### src/rtl/uart_tx_arbiter_pkg.sv
// rtl/uart_tx_arbiter_pkg.sv - shared types and helpers for the uart_tx packet arbiter
package uart_tx_arbiter_pkg;

  typedef enum logic [0:0] {
    ARB_IDLE   = 1'b0,
    ARB_STREAM = 1'b1
  } arb_state_t;

  localparam int unsigned MAX_REQ = 8;
  localparam int unsigned MAX_IDX_W = 3;

  function automatic logic [MAX_IDX_W-1:0] onehot_to_idx(input logic [MAX_REQ-1:0] oh);
    logic [MAX_IDX_W-1:0] idx;
    idx = '0;
    for (int i = 0; i < MAX_REQ; i++) begin
      if (oh[i]) idx = idx | MAX_IDX_W'(i);
    end
    return idx;
  endfunction

endpackage

### src/rtl/uart_tx_arbiter_rr_picker.sv
// rtl/uart_tx_arbiter_rr_picker.sv - combinational round-robin picker: first request after last_i, wrapping
module rr_picker #(
  parameter int unsigned NUM_REQ = 2,
  localparam int unsigned IW = (NUM_REQ > 1) ? $clog2(NUM_REQ) : 1
) (
  input  logic [NUM_REQ-1:0] req_i,
  input  logic [IW-1:0]      last_i,
  output logic [NUM_REQ-1:0] grant_o,
  output logic               found_o
);

  logic [IW-1:0] cand;

  always_comb begin
    grant_o = '0;
    found_o = 1'b0;
    cand    = '0;
    for (int unsigned i = 1; i <= NUM_REQ; i++) begin
      cand = IW'((32'(last_i) + i) % NUM_REQ);
      if (!found_o && req_i[cand]) begin
        grant_o[cand] = 1'b1;
        found_o       = 1'b1;
      end
    end
  end

endmodule

### src/rtl/uart_tx_arbiter.sv
// rtl/uart_tx_arbiter.sv - packet-granular round-robin arbiter feeding the uart_tx byte stream
module uart_tx_arbiter
  import uart_tx_arbiter_pkg::*;
#(
  parameter int unsigned NUM_REQ        = 2,
  parameter int unsigned DATA_WIDTH     = 8,
  parameter int unsigned TIMEOUT_CYCLES = 4096
) (
  input  logic                          clk_i,
  input  logic                          rst_ni,
  input  logic [NUM_REQ*DATA_WIDTH-1:0] req_data_i,
  input  logic [NUM_REQ-1:0]            req_valid_i,
  input  logic [NUM_REQ-1:0]            req_last_i,
  output logic [NUM_REQ-1:0]            req_ready_o,
  output logic [DATA_WIDTH-1:0]         tx_data_o,
  output logic                          tx_valid_o,
  input  logic                          tx_ready_i,
  output logic [NUM_REQ-1:0]            grant_o,
  output logic                          busy_o,
  output logic                          timeout_o
);

  localparam int unsigned IW = (NUM_REQ > 1) ? $clog2(NUM_REQ) : 1;
  localparam int unsigned CW = (TIMEOUT_CYCLES > 0) ? $clog2(TIMEOUT_CYCLES + 1) : 1;
  localparam logic [CW-1:0] CNT_MAX = '1;
  localparam logic [CW-1:0] CNT_LAST = CW'((TIMEOUT_CYCLES > 0) ? TIMEOUT_CYCLES - 1 : 0);
  localparam bit WDOG_EN = (TIMEOUT_CYCLES > 0);

  arb_state_t         state_q, state_d;
  logic [NUM_REQ-1:0] grant_q, grant_d;
  logic [IW-1:0]      last_q, last_d;
  logic [CW-1:0]      cnt_q, cnt_d;
  logic               timeout_q, timeout_d;

  logic [NUM_REQ-1:0] pick;
  logic               found;
  logic               own_valid;
  logic               own_last;
  logic               xfer;
  logic [IW-1:0]      owner_idx;

  rr_picker #(.NUM_REQ(NUM_REQ)) u_picker (
    .req_i   (req_valid_i),
    .last_i  (last_q),
    .grant_o (pick),
    .found_o (found)
  );

  // Owner byte mux; grant_q is all-zero when idle, so idle outputs are zero.
  always_comb begin
    tx_data_o = '0;
    for (int k = 0; k < NUM_REQ; k++) begin
      if (grant_q[k]) tx_data_o = tx_data_o | req_data_i[k*DATA_WIDTH +: DATA_WIDTH];
    end
  end

  assign own_valid   = |(req_valid_i & grant_q);
  assign own_last    = |(req_last_i & grant_q);
  assign xfer        = own_valid & tx_ready_i;
  assign owner_idx   = IW'(onehot_to_idx(MAX_REQ'(grant_q)));
  assign tx_valid_o  = own_valid;
  assign req_ready_o = grant_q & {NUM_REQ{tx_ready_i}};
  assign grant_o     = grant_q;
  assign busy_o      = (state_q == ARB_STREAM);
  assign timeout_o   = timeout_q;

  always_comb begin
    state_d   = state_q;
    grant_d   = grant_q;
    last_d    = last_q;
    cnt_d     = cnt_q;
    timeout_d = 1'b0;
    case (state_q)
      ARB_IDLE: begin
        if (found) begin
          grant_d = pick;
          cnt_d   = '0;
          state_d = ARB_STREAM;
        end
      end
      ARB_STREAM: begin
        if (xfer) begin
          cnt_d = '0;
          if (own_last) begin
            state_d = ARB_IDLE;
            grant_d = '0;
            last_d  = owner_idx;
          end
        end else if (!own_valid && WDOG_EN) begin
          // Only source starvation counts; UART backpressure neither counts nor clears.
          if (cnt_q == CNT_LAST) begin
            state_d   = ARB_IDLE;
            grant_d   = '0;
            last_d    = owner_idx;
            cnt_d     = '0;
            timeout_d = 1'b1;
          end else if (cnt_q != CNT_MAX) begin
            cnt_d = cnt_q + 1'b1;
          end
        end
      end
      default: state_d = ARB_IDLE;
    endcase
  end

  always_ff @(posedge clk_i or negedge rst_ni) begin
    if (!rst_ni) begin
      state_q   <= ARB_IDLE;
      grant_q   <= '0;
      last_q    <= IW'(NUM_REQ - 1);
      cnt_q     <= '0;
      timeout_q <= 1'b0;
    end else begin
      state_q   <= state_d;
      grant_q   <= grant_d;
      last_q    <= last_d;
      cnt_q     <= cnt_d;
      timeout_q <= timeout_d;
    end
  end

endmodule

### config.mk
export PLATFORM = sky130hd
export DESIGN_NAME = uart_tx_arbiter
export DESIGN_NICKNAME = d
export VERILOG_FILES = /design/src/rtl/uart_tx_arbiter_pkg.sv /design/src/rtl/uart_tx_arbiter_rr_picker.sv /design/src/rtl/uart_tx_arbiter.sv
export SDC_FILE = /design/constraint.sdc
export NUM_CORES = 1
export LEC_CHECK = 0
export CAP_MARGIN = 10
export CORE_MARGIN = 1
export CORE_UTILIZATION = 45
export CTS_CLUSTER_DIAMETER = 100
export DETAILED_ROUTE_END_ITERATION = 6
export PLACE_DENSITY = 0.8
export SYNTH_ARGS = -nofsm -noshare
export SYNTH_HDL_FRONTEND = slang
export SYNTH_SLANG_ARGS = --single-unit
### constraint.sdc
create_clock -name clk_i -period 2.7 [get_ports clk_i]
set_input_delay 0.27 -clock clk_i [delete_from_list [all_inputs] [get_ports clk_i]]
set_output_delay 0.27 -clock clk_i [all_outputs]
set_load 0.01 [all_outputs]
# Word level (Yosys, flattened, before mapping)

Index checks and enable logic that the tools add are counted.

$add $sub $neg: 3
Order comparisons: 4
Eq/ne operators: 9
Multiplexer cells: 41
Bitwise gates (word level): 7
Reductions and logical operators: 10

Operators with widths:

| operator              | count |
|---|---|
| $mux 13               | 5 |
| $pmux 13 s2           | 1 |
| $mux 1                | 22 |
| $mux 8                | 2 |
| $mux 2                | 7 |
| $add 13x1->13 const B | 1 |
| $eq 13x12->1 const B  | 1 |
| $ne 13x13->1 const B  | 1 |
| $or 8x8->8            | 1 |
| $reduce_and 4->1      | 2 |
| $and 2x2->2           | 3 |
| $lt 1x2->1 const B    | 2 |
| $ne 2x2->1 const B    | 2 |
| $ne 4x1->1 const B    | 1 |
| $pmux 2 s2            | 1 |
| $reduce_or 2->1       | 2 |
| $logic_and 1x1->1     | 3 |
| $ne 3x1->1 const B    | 1 |
| $ne 3x2->1 const B    | 1 |
| $ne 3x3->1 const B    | 1 |
| $reduce_and 3->1      | 1 |
| $add 1x1->1 const B   | 2 |
| $demux 1 s1           | 2 |
| $ge 1x1->1 const B    | 2 |
| other kinds (7)       | 7 |

Flip-flop bits (word level): 18
Input bits: 23
Output and inout bits: 15
Logic and storage cells: 79

# Depth between registers and ports, before layout

Depth in word-level cells: 10
Mapped depth: 7

# By module

From an unflattened synthesis, not the netlist that was laid out.

Cells, all modules: 131
Area total of the unflattened synthesis: 1,202.4 µm²

Modules (own cells, without submodules):

| module          | instances | cells an instance | area each (µm²) | seq. area each (µm²) |
|---|---|---|---|---|
| uart_tx_arbiter | 1         | 127               | 1,177.4         | 451.7 |
| rr_picker       | 1         | 4                 | 25.0            | 0.0 |

# Worst setup path after synthesis

OpenSTA, ideal clock, no wires.

Path kind: flip-flop to flip-flop
Start: register cnt_q[0]
End: register cnt_q[4]
Arrival: 1.851 ns
Required time: 2.590 ns
Setup slack: 0.739 ns
Stages on the path, launching flop included: 8
Cells stage by stage: dfrtp_1 > ha_1 > nand4_1 > or4_4 > o21ai_4 > buf_6 > o211ai_1 > o41ai_1

Longest elaborated chain between the ends: 6
Elaborated cells between the ends (all ways): 10
Classes of those cells: add/sub (1); eq/ne (3); mux (5); reduce/logical (1)

RTL lines:

| what                   | RTL line               | source |
|---|---|---|
| from (decl)            | uart_tx_arbiter.sv:32  | `logic [CW-1:0] cnt_q, cnt_d;` |
| from (signal assigned) | uart_tx_arbiter.sv:117 | `cnt_q <= cnt_d;` |
| $add 13x1->13          | uart_tx_arbiter.sv:98  | `cnt_d = cnt_q + 1'b1;` |
| $mux 13                | uart_tx_arbiter.sv:97  | `end else if (cnt_q != CNT_MAX) begin` |
| $mux 13                | uart_tx_arbiter.sv:91  | `if (cnt_q == CNT_LAST) begin` |
| $mux 13                | uart_tx_arbiter.sv:89  | `end else if (!own_valid && WDOG_EN) begin` |
| $mux 13                | uart_tx_arbiter.sv:82  | `if (xfer) begin` |
| $pmux 13 s2            | uart_tx_arbiter.sv:73  | `case (state_q)` |

Parallel ways exist; a longest one is shown, timed or not. The select of a mux whose other input is x is not followed.
A chain may end at the register's enable or synchronous reset.

# Final worst setup path

Same ends and word-level chain as after synthesis.

==> flow_metrics.env <==
export IMPL_r2r_start="cnt_q[0]"
export IMPL_crit_path_max_fanout=13
export IMPL_dieHeight_um=52.4
export IMPL_finalWorstPathRequiredPeriod_ns=2.27
export IMPL_r2r_end="cnt_q[4]"
export IMPL_ff2ff_setup_slack_ns=0.43
export IMPL_worstSetupStartpointType="register"
export IMPL_cp_required_ns=2.90
export IMPL_clk_latency_ns=0.30
export IMPL_yosys_top_cells_area="dfrtp_1 (37%), a22o_1 (7.7%), o21ai_1 (4.8%), nand2_1 (3.9%), o211ai_1 (3.3%)"
export IMPL_p_leak_nw=0.633
export IMPL_final_nets=187
export IMPL_slew_viol_final=0
export IMPL_dieArea_um2=2740
export IMPL_die_w_um=52.4
export IMPL_synth_commonest_cells="dfrtp_1 (17), nand2_1 (12), o21ai_1 (11)"
export IMPL_grt_max_degree=19
export IMPL_io_pins=38
export IMPL_slew_headroom_pct=44.4
export IMPL_synth_edff_count=0
export IMPL_ys_ff_latch=18
export IMPL_rows=17
export IMPL_synth_async_sr_flop_share_pct=100
export IMPL_critPathKind="reg -> reg"
export IMPL_hold_slack_ns=0.430
export IMPL_slowest_delay_ns=0.57
export IMPL_rsz0062_at_grt="false"
export IMPL_p_total_mw=1.12
export IMPL_grt_ovfl_total=0
export IMPL_critical_path_slowest_cell="or4_4"
export IMPL_path_clk_slew_ns=0.11
export IMPL_status="completed"
export IMPL_postRouteAntennaNets=0
export IMPL_syn_num_nets=149
export IMPL_cts_sinks=18
export IMPL_busiest_layer="met2"
export IMPL_tightest_slew_ns=0.831
export IMPL_fin_worst_skew_ns=0.0142
export IMPL_power_density_nw_per_um2=719
export IMPL_hold_buffers=0
export IMPL_finalSetupViolCount=0
export IMPL_ff2ff_path_depth=6
export IMPL_synth_ff_type="dfrtp_1"
export IMPL_tritoncts="built"
export IMPL_drive_gt1_share_pct=8.02
export IMPL_core_um2=2300
export IMPL_worst_hold_path_type="in -> async"
export IMPL_fin_crit_sh_pct=84.0
export IMPL_cp_top_family="simple AND/OR/NAND/NOR gates"
export IMPL_cts_root_buf="clkbuf_4"
export IMPL_grt_pass1_vias=1068
export IMPL_synth_most_common_cell="dfrtp_1"
export IMPL_synth_top_area_share_pct=37.2
export IMPL_numCtsBuffers=3
export IMPL_hold_viol=0
export IMPL_grt_usage_pct=25.1
export IMPL_cts_buffer_depth=2
export IMPL_synth_area_leader_cell="dfrtp_1"
export IMPL_fmax_mhz=441
export IMPL_ys_types=41
export IMPL_syn_area_um2=1140
export IMPL_wl_per_cell_um=16.8
export IMPL_start_util_pct=49.7
export IMPL_diodes=0
export IMPL_viasPerCell=6.08
export IMPL_routed_wl_um=3200
export IMPL_area_growth_syn_to_layout_pct=36.7
export IMPL_fin_util_pct=68.0
export IMPL_cts_max_level=1
export IMPL_place_congestion=0.830
export IMPL_use_met2_pct=40.1
export IMPL_first_pass_iters=4
export IMPL_antenna_found_initial=0
export IMPL_cts_resized=0
export IMPL_dp_hpwl_um=2390
export IMPL_grtUsageMet1_pct=34.1
export IMPL_portBuffers=37
export IMPL_num_vias=1156
export IMPL_yosysWarningCount=0
export IMPL_grt_pass1_wl_um=5060
export IMPL_drt_iter0_markers=55
export IMPL_cp_num_buf_inv=0
export IMPL_arrival_ns=2.47
export IMPL_path_cells="ha_1 -> nand4_1 -> or4_4 -> o21ai_4 -> o211ai_1 -> o41ai_1"
export IMPL_setup_tns_ns=0
export IMPL_met3_usage_pct=5.22
export IMPL_cts_setup_buffers=0
export IMPL_ir_drop_mv=0.500
export IMPL_synth_cells=125
export IMPL_avgSynthCellArea_um2=9.14
export IMPL_remaining_drc_errors=0
export IMPL_maxCapViolCount=0
export IMPL_worstSetupEndpointType="register"
export IMPL_ys_seq_area_share_pct=39.5
==> worst register-to-register path: stages (launching register included) <==
cell,delay [ns]
dfrtp_1,0.49
ha_1,0.31
nand4_1,0.21
or4_4,0.57
o21ai_4,0.34
o211ai_1,0.15
o41ai_1,0.09
==> worst max path at each step <==
stage / start / to / cells after the start
after global placement: req_valid_i[0] / cnt_q[2] / 6
after CTS: cnt_q[1] / cnt_q[4] / 6
after global routing: cnt_q[0] / cnt_q[4] / 6
after floorplan: cnt_q[0] / cnt_q[4] / 7
after detailed placement: req_valid_i[0] / cnt_q[7] / 7
final: cnt_q[0] / cnt_q[4] / 6
==> stage by stage <==
step           instances  setup WS [ns]  instance area, um2
6_report             190          0.431                1560
5_1_grt              190          0.276                1560
4_1_cts              190          0.456                1560
3_5_place_dp         186          0.393                1530
3_3_place_gp         186          0.458                1530
2_1_floorplan        125          0.739                1140
==> registers in the layout, indices dropped and copies added (netlist names) <==
name	flops
grant_o	2
cnt_q	13
timeout_o	1
busy_o	1
last_q	1
==> final cells by class <==
cell class                      instances  area [um2]
Tap cell                               28        35.0
Timing Repair Buffer                   38         378
Fill cell                             184         736
Multi-Input combinational cell         96         638
Sequential cell                        18         452
Clock buffer                            4        36.3
Inverter                                6        22.5
==> cells by family after synthesis <==
logic type      count (synthesis)  share of synthesized area, %
compound gates                 45                          29.9
fa+ha+maj                       1                          1.10
buf+inv                        11                          4.60
flops                          18                          39.5
mux                             1                         0.986
simple gates                   49                          23.9
==> power breakdown <==
part | switching, mW | total, mW | internal (mW)
Combinational | 0.230 | 0.502 | 0.272
Clock | 0.0877 | 0.170 | 0.0823
Sequential | 0.123 | 0.451 | 0.328
==> metal layers <==
layer | part of all wire (%) | vias to the layer above
met5 | 0 | -
met4 | 1.2 | 0
met3 | 4.9 | 6
met2 | 50 | 42
met1 | 44 | 545
li1 | - | 563
==> layout by cell type, fill, tap and decap left out, types with 3 or more instances in the layout <==
| cell type | instances |
|---|---|
| clkdlybuf4s50_1 | 37 |
| dfrtp_1 | 17 |
| nand2_1 | 12 |
| o21ai_1 | 11 |
| a22o_1 | 10 |
| nand3_1 | 7 |
| inv_1 | 5 |
| a21oi_1 | 5 |
| nor3_1 | 5 |
| nor2_1 | 5 |
| o211ai_1 | 5 |
| nand4_1 | 3 |
| or3_1 | 3 |
| clkbuf_4 | 3 |
Power figures use the tool's default switching activity.
